===== src/rtl/fp_cmp_pkg.sv =====
// Shared constants for the FloPoCo-format comparator: exception and mode codes,
// operand width helper and the canonical NaN pattern.
package fp_cmp_pkg;

    localparam logic [1:0] EXC_ZERO = 2'b00;
    localparam logic [1:0] EXC_NORM = 2'b01;
    localparam logic [1:0] EXC_INF  = 2'b10;
    localparam logic [1:0] EXC_NAN  = 2'b11;

    localparam logic [2:0] MODE_GT = 3'd0;
    localparam logic [2:0] MODE_GE = 3'd1;
    localparam logic [2:0] MODE_LT = 3'd2;
    localparam logic [2:0] MODE_LE = 3'd3;
    localparam logic [2:0] MODE_EQ = 3'd4;
    localparam logic [2:0] MODE_NE = 3'd5;

    // Canonical NaN left-aligned; take the top W bits for an operand of width W.
    localparam logic [63:0] CANON_NAN_MSB = {EXC_NAN, 62'd0};

    function automatic int fp_width(input int we, input int wf);
        return we + wf + 3;
    endfunction

endpackage


===== src/rtl/fp_cmp_classify.sv =====
// Combinational operand classifier: NaN/zero flags plus a signed ordering key
// whose integer order matches the floating-point order of non-NaN operands.
module fp_cmp_classify
    import fp_cmp_pkg::*;
#(
    parameter int WE = 11,
    parameter int WF = 2
) (
    input  logic [WE+WF+2:0]        op_i,
    output logic                    nan_o,
    output logic                    zero_o,
    output logic signed [WE+WF+1:0] key_o
);

    localparam int W  = fp_width(WE, WF);
    localparam int MW = WE + WF + 1;

    logic [1:0]    exc;
    logic          sign;
    logic [MW-1:0] mag;

    assign exc  = op_i[W-1:W-2];
    assign sign = op_i[W-3];

    // Normals sit strictly between zero (0) and infinity (all ones).
    always_comb begin
        mag = '0;
        case (exc)
            EXC_NORM: mag = {1'b0, op_i[WE+WF-1:0]} + MW'(1);
            EXC_INF:  mag = '1;
            default:  mag = '0;
        endcase
    end

    assign nan_o  = (exc == EXC_NAN);
    assign zero_o = (exc == EXC_ZERO);
    assign key_o  = sign ? -$signed({1'b0, mag}) : $signed({1'b0, mag});

endmodule


===== src/rtl/fp_compare_pipe.sv =====
// Pipelined FloPoCo comparator with valid/ready backpressure, tag pass-through
// and NaN-aware results. Optional min/max outputs under FP_CMP_MINMAX_EN.
module fp_compare_pipe
    import fp_cmp_pkg::*;
#(
    parameter int WE   = 11,
    parameter int WF   = 2,
    parameter int LAT  = 2,
    parameter int TAGW = 4
) (
    input  logic                clk,
    input  logic                rst,
    input  logic                in_valid,
    output logic                in_ready,
    input  logic [WE+WF+2:0]    in_a,
    input  logic [WE+WF+2:0]    in_b,
    input  logic [2:0]          in_mode,
    input  logic [TAGW-1:0]     in_tag,
    output logic                out_valid,
    input  logic                out_ready,
    output logic                out_result,
    output logic                out_unord,
`ifdef FP_CMP_MINMAX_EN
    output logic [WE+WF+2:0]    out_min,
    output logic [WE+WF+2:0]    out_max,
`endif
    output logic [TAGW-1:0]     out_tag
);

    localparam int W  = fp_width(WE, WF);
    localparam int KW = WE + WF + 2;

    typedef struct packed {
        logic [KW-1:0]   ka;
        logic [KW-1:0]   kb;
        logic            zab;
        logic            unord;
        logic [2:0]      mode;
        logic [TAGW-1:0] tag;
`ifdef FP_CMP_MINMAX_EN
        logic [W-1:0]    a;
        logic [W-1:0]    b;
`endif
    } kpay_t;

    function automatic logic mode_result(input logic [2:0] mode, input logic gt,
                                         input logic eq, input logic unord);
        logic r;
        if (unord) begin
            r = (mode == MODE_NE);
        end else begin
            case (mode)
                MODE_GT: r = gt;
                MODE_GE: r = gt | eq;
                MODE_LT: r = !gt && !eq;
                MODE_LE: r = !gt;
                MODE_EQ: r = eq;
                MODE_NE: r = !eq;
                default: r = gt;
            endcase
        end
        return r;
    endfunction

    logic signed [KW-1:0] key_a, key_b;
    logic                 nan_a, nan_b, zero_a, zero_b;
    kpay_t                pay_in;
    kpay_t                pay_last;
    logic                 vld_last;
    logic                 en_out;

    fp_cmp_classify #(.WE(WE), .WF(WF)) u_cls_a (
        .op_i(in_a), .nan_o(nan_a), .zero_o(zero_a), .key_o(key_a)
    );
    fp_cmp_classify #(.WE(WE), .WF(WF)) u_cls_b (
        .op_i(in_b), .nan_o(nan_b), .zero_o(zero_b), .key_o(key_b)
    );

    always_comb begin
        pay_in       = '0;
        pay_in.ka    = key_a;
        pay_in.kb    = key_b;
        pay_in.zab   = zero_a & zero_b;
        pay_in.unord = nan_a | nan_b;
        pay_in.mode  = in_mode;
        pay_in.tag   = in_tag;
`ifdef FP_CMP_MINMAX_EN
        pay_in.a     = in_a;
        pay_in.b     = in_b;
`endif
    end

    logic out_valid_q;
    assign en_out = !out_valid_q || out_ready;

    generate
        if (LAT == 1) begin : g_direct
            assign pay_last = pay_in;
            assign vld_last = in_valid;
            assign in_ready = en_out;
        end else begin : g_stages
            localparam int NK = LAT - 1;

            kpay_t         pay_q  [NK];
            kpay_t         pchain [NK];
            logic [NK-1:0] vld_q;
            logic [NK:0]   vchain;
            logic [NK-1:0] en;

            assign vchain = {vld_q, in_valid};

            // A stage may load when it is empty or everything downstream of it can move.
            always_comb begin
                logic full;
                en = '0;
                for (int k = 0; k < NK; k++) begin
                    full = 1'b1;
                    for (int j = k; j < NK; j++) full = full & vld_q[j];
                    en[k] = !full || en_out;
                end
            end

            always_comb begin
                pchain[0] = pay_in;
                for (int k = 1; k < NK; k++) pchain[k] = pay_q[k-1];
            end

            always_ff @(posedge clk or negedge rst) begin
                if (!rst) begin
                    vld_q <= '0;
                end else begin
                    for (int k = 0; k < NK; k++)
                        if (en[k]) vld_q[k] <= vchain[k];
                end
            end

            always_ff @(posedge clk) begin
                for (int k = 0; k < NK; k++)
                    if (en[k] && vchain[k]) pay_q[k] <= pchain[k];
            end

            assign pay_last = pay_q[NK-1];
            assign vld_last = vld_q[NK-1];
            assign in_ready = en[0];
        end
    endgenerate

    // Last stage: compare keys and select the mode result.
    logic gt_d, eq_d, result_d;
    logic out_result_q, out_unord_q;
    logic [TAGW-1:0] out_tag_q;

    assign gt_d     = $signed(pay_last.ka) > $signed(pay_last.kb);
    assign eq_d     = pay_last.zab || (pay_last.ka == pay_last.kb);
    assign result_d = mode_result(pay_last.mode, gt_d, eq_d, pay_last.unord);

`ifdef FP_CMP_MINMAX_EN
    localparam logic [W-1:0] CANON_NAN = CANON_NAN_MSB[63 -: W];
    logic [W-1:0] min_d, max_d, out_min_q, out_max_q;

    always_comb begin
        if (pay_last.unord) begin
            min_d = CANON_NAN;
            max_d = CANON_NAN;
        end else if (gt_d) begin
            min_d = pay_last.b;
            max_d = pay_last.a;
        end else begin
            min_d = pay_last.a;
            max_d = pay_last.b;
        end
    end
`endif

    always_ff @(posedge clk or negedge rst) begin
        if (!rst) begin
            out_valid_q  <= 1'b0;
            out_result_q <= 1'b0;
            out_unord_q  <= 1'b0;
            out_tag_q    <= '0;
`ifdef FP_CMP_MINMAX_EN
            out_min_q    <= '0;
            out_max_q    <= '0;
`endif
        end else if (en_out) begin
            out_valid_q <= vld_last;
            if (vld_last) begin
                out_result_q <= result_d;
                out_unord_q  <= pay_last.unord;
                out_tag_q    <= pay_last.tag;
`ifdef FP_CMP_MINMAX_EN
                out_min_q    <= min_d;
                out_max_q    <= max_d;
`endif
            end
        end
    end

    assign out_valid  = out_valid_q;
    assign out_result = out_result_q;
    assign out_unord  = out_unord_q;
    assign out_tag    = out_tag_q;
`ifdef FP_CMP_MINMAX_EN
    assign out_min    = out_min_q;
    assign out_max    = out_max_q;
`endif

endmodule


===== config.mk =====
export PLATFORM = sky130hd
export DESIGN_NAME = fp_compare_pipe
export DESIGN_NICKNAME = d
export VERILOG_FILES = /design/src/rtl/fp_cmp_pkg.sv /design/src/rtl/fp_cmp_classify.sv /design/src/rtl/fp_compare_pipe.sv
export SDC_FILE = /design/constraint.sdc
export NUM_CORES = 1
export LEC_CHECK = 0
export BUFFER_PORTS_ARGS = -buffer_cell sky130_fd_sc_hd__buf_2
export CAP_MARGIN = 20
export CORE_MARGIN = 4
export CORE_UTILIZATION = 38
export CTS_CLUSTER_DIAMETER = 60
export DETAILED_ROUTE_END_ITERATION = 6
export PLACE_DENSITY = 0.66
export REMOVE_ABC_BUFFERS = 1
export SYNTH_ARGS = -nofsm -noshare
export SYNTH_HDL_FRONTEND = slang
export SYNTH_SLANG_ARGS = --single-unit

===== constraint.sdc =====
create_clock -name clk -period 6.5 [get_ports clk]
set_input_delay 1.625 -clock clk [delete_from_list [all_inputs] [get_ports clk]]
set_output_delay 1.625 -clock clk [all_outputs]
set_load 0.1 [all_outputs]

==> results.sh <==
export IMPL_cp_start_kind="input pin"
export IMPL_r2r_end="out_result"
export IMPL_layout_drive_gt1_share=0.1619
export IMPL_syn2layout_area_growth_pct=10.87
export IMPL_finClkSkew_ns=0.004650
export IMPL_die_area_um2=11530
export IMPL_p_per_area_nw_per_um2=200.1
export IMPL_holdPathEnd="out_tag[2]"
export IMPL_rsz0062_at_grt="false"
export IMPL_hp_start="g_stages.pay_q[0][2]"
export IMPL_drt_initial_drc_count=206
export IMPL_vias=3116
export IMPL_cp_required_ns=6.56
export IMPL_worst_path_buf_inv=2
export IMPL_min_period_ns=4.033
export IMPL_regToRegStartpoint="g_stages.pay_q[0][38]"
export IMPL_syn_avg_cell_area_um2=9.149
export IMPL_drv_slew=0
export IMPL_via_per_inst=5.372
export IMPL_timing_setup_tns_ns=0
export IMPL_gp_congestion=0.8507
export IMPL_setup_viol=0
export IMPL_seq_area_frac_synth=0.3656
export IMPL_ctsHoldBuffers=0
export IMPL_first_pass_iters=4
export IMPL_core_um2=9415
export IMPL_path_clk_slew_ns=0.08
export IMPL_hold_depth=1
export IMPL_grt_pass1_wl_um=12740
export IMPL_post_place_ws_ns=2.174
export IMPL_rows=35
export IMPL_fp_dieH_um=107.4
export IMPL_port_buffers=50
export IMPL_place_hpwl_um=5962
export IMPL_cts_tree="built"
export IMPL_htreeDepth=2
export IMPL_synth_cell_types=61
export IMPL_netlist_instances=410
export IMPL_route_detailed_drc=0
export IMPL_drtAntennaViolNets=0
export IMPL_yosysTopAreaCellShare=0.3122
export IMPL_r2r_slack_ns=3.98
export IMPL_end_kind="flip-flop"
export IMPL_drt_wl_total_um=7558
export IMPL_cp_data_arrival_time_ns=4.09
export IMPL_slew_headroom=0.3687
export IMPL_ys_ff_latch=47
export IMPL_yosysWarnings=0
export IMPL_cts_repair_timing_setup_buffer_count=0
export IMPL_crit_chain="buf_2 -> inv_1 -> ha_1 -> and2_1 -> a41o_1 -> a211oi_1 -> nand4_1 -> nor3b_2 -> nor3b_1 -> a211o_1"
export IMPL_grtUsageTotal=0.1329
export IMPL_cts_num_sinks=47
export IMPL_hp_class="reg -> reg"
export IMPL_hold_viol=0
export IMPL_critPathKind="in -> reg"
export IMPL_crit_fanout=22
export IMPL_cts_resized=0
export IMPL_synthArstFlopShare=0.1702
export IMPL_peakVddDrop_v=0.0001180
export IMPL_fin_crit_sh=0.6205
export IMPL_synth_largest_area_cell="edfxtp_1"
export IMPL_synthTopCellsByArea="edfxtp_1 (31%), ha_1 (9.0%), dfrtp_1 (5.3%)"
export IMPL_max_clock_path_buffers=2
export IMPL_max_cap_violations=0
export IMPL_nets=520
export IMPL_tightest_slew_ns=0.9383
export IMPL_grt_remaining_overflow=0
export IMPL_syn_area_um2=3751
export IMPL_critPathTopFamily="simple AND/OR/NAND/NOR gates"
export IMPL_antenna_found_initial=0
export IMPL_finalWorstSetupSlack_ns=2.467
export IMPL_slowest_delay_ns=0.54
export IMPL_reg2reg_depth=8
export IMPL_initial_utilization=0.3984
export IMPL_outcome="finished clean"
export IMPL_leakagePower_nw=1.755
export IMPL_clkLatencyLatePin_ns=0.30
export IMPL_grt_max_degree=40
export IMPL_synth_edf_count=39
export IMPL_num_io_pins=51
export IMPL_cp_slowest_cell="ha_1"
export IMPL_first_global_vias=2940
export IMPL_fmax_ghz=0.2479
export IMPL_die_w_um=107.4
export IMPL_antenna_cells=0
export IMPL_cts_root_buf="clkbuf_8"
export IMPL_yosys_most_used_dff="edfxtp_1"
export IMPL_wire_per_inst_um=13.03
export IMPL_numCtsBuffers=5
[worst max-delay path by stage]
stage               from               endpoint  slack [ns]  depth (start not counted)
6_report        in_a[14]  g_stages.pay_q[0][36]        2.47                         10
5_1_grt         in_a[14]  g_stages.pay_q[0][36]        2.32                         10
4_1_cts         in_a[14]  g_stages.pay_q[0][36]        2.50                         10
3_5_place_dp    in_a[14]  g_stages.pay_q[0][36]        2.17                         10
3_3_place_gp    in_a[14]  g_stages.pay_q[0][36]        2.28                         10
2_1_floorplan  out_ready               in_ready        2.43                          1
[worst register-to-register path, cell delays in order, from the launching register on]
cell and delay (ns):
edfxtp_1 0.39, ha_1 0.33, nand4_1 0.16, nor4_1 0.85
o21ai_0 0.20, o311ai_0 0.14, o21ai_0 0.15, mux2i_1 0.15
nor2_1 0.05
[where the power goes]
group	internal (mW)	total, mW	switching (mW)
logic	0.0968	0.283	0.186
clock network	0.0740	0.167	0.0930
registers	0.369	0.383	0.0131
total	0.540	0.832	0.292
[routing by layer]
| metal | share of wire | track usage | vias up |
|---|---|---|---|
| met4 | 0.0058 | 0.02344 | 0 |
| met5 | 0 | 0 | - |
| met1 | 0.46 | 0.1705 | 1465 |
| met2 | 0.49 | 0.2310 | 59 |
| li1 | - | - | 1587 |
| met3 | 0.043 | 0.03059 | 5 |
[stage by stage]
step | utilization | area, um2 | cells | power [mW] | hold slack [ns]
6_report | 0.4417 | 4159 | 580 | 0.8321 | 0.4877
5_1_grt | 0.4417 | 4159 | 580 | 0.8892 | 0.4962
4_1_cts | 0.4417 | 4159 | 580 | 0.8398 | 0.4924
3_5_place_dp | 0.4331 | 4078 | 572 | 0.6728 | 0.4736
3_3_place_gp | 0.4331 | 4078 | 572 | 0.6637 | 0.4575
2_1_floorplan | - | 3659 | 392 | 0.5992 | 0.4555
[placed cells by master (no fill, tap or decap), types with 5 or more instances in the layout]
cell | Yosys | routed
nand2b_1 | 11 | 11
nor3_1 | 8 | 8
nand4_1 | 10 | 10
mux2_2 | 7 | 7
xnor2_1 | 17 | 17
a21oi_1 | 14 | 14
and2_1 | 7 | 7
nor2b_1 | 6 | 6
a31oi_1 | 5 | 5
dfrtp_1 | 8 | 8
nand2_1 | 40 | 40
nand3_1 | 21 | 21
clkbuf_8 | 0 | 5
nor4_1 | 11 | 11
and3_1 | 5 | 5
edfxtp_1 | 39 | 39
nor2_1 | 18 | 18
a21o_1 | 7 | 7
buf_2 | 6 | 50
ha_1 | 27 | 27
inv_1 | 29 | 29
nand3b_1 | 5 | 5
o21ai_0 | 25 | 25
xor2_1 | 16 | 16
[cell usage after synthesis (all sizes together), types with 2 or more instances]
master,count
a2111oi,2
a211oi,2
a21o,7
a21oi,14
a311oi,2
a31oi,5
and2,7
and3,6
buf,8
clkbuf,10
dfrtp,8
edfxtp,39
ha,27
inv,29
mux2,7
mux2i,3
nand2,40
nand2b,11
nand3,21
nand3b,5
nand4,12
nor2,18
nor2b,6
nor3,8
nor3b,2
nor4,11
o211a,2
o211ai,3
o21a,2
o21ai,29
o22ai,2
o31a,2
o31ai,4
or3,4
or4,4
xnor2,17
xor2,16
[registers in the layout (all words and copies together) (netlist names)]
name,cells
g_stages.$12.full,1
g_stages.pay_q,39
out_result,1
out_tag,4
out_unord,1
out_valid,1
[cell type report]
| type | instances | area (um2) |
|---|---|---|
| Clock inverter | 2 | 8.758 |
| Fill cell | 912 | 5256 |
| Multi-Input combinational cell | 316 | 2178 |
| Sequential cell | 47 | 1371 |
| Clock buffer | 6 | 72.57 |
| Timing Repair Buffer | 51 | 257.7 |
| Inverter | 29 | 108.9 |
| Tap cell | 129 | 161.4 |
[cells by family (layout without fill, tap and decap cells)]
group                      count (synthesis)  in the layout  share of synthesized area
xor gates and xnor gates                  33             33                    0.07705
buffers and inverters                     47             88                    0.05370
and+or+nand+nor                          160            160                     0.2322
adders and majority gates                 27             27                    0.09006
muxes                                     10             10                    0.02902
DFF                                       47             47                     0.3656
AOI/OAI and AO/OA                         86             86                     0.1524
Note: power is estimated with default switching activity, not from simulation.
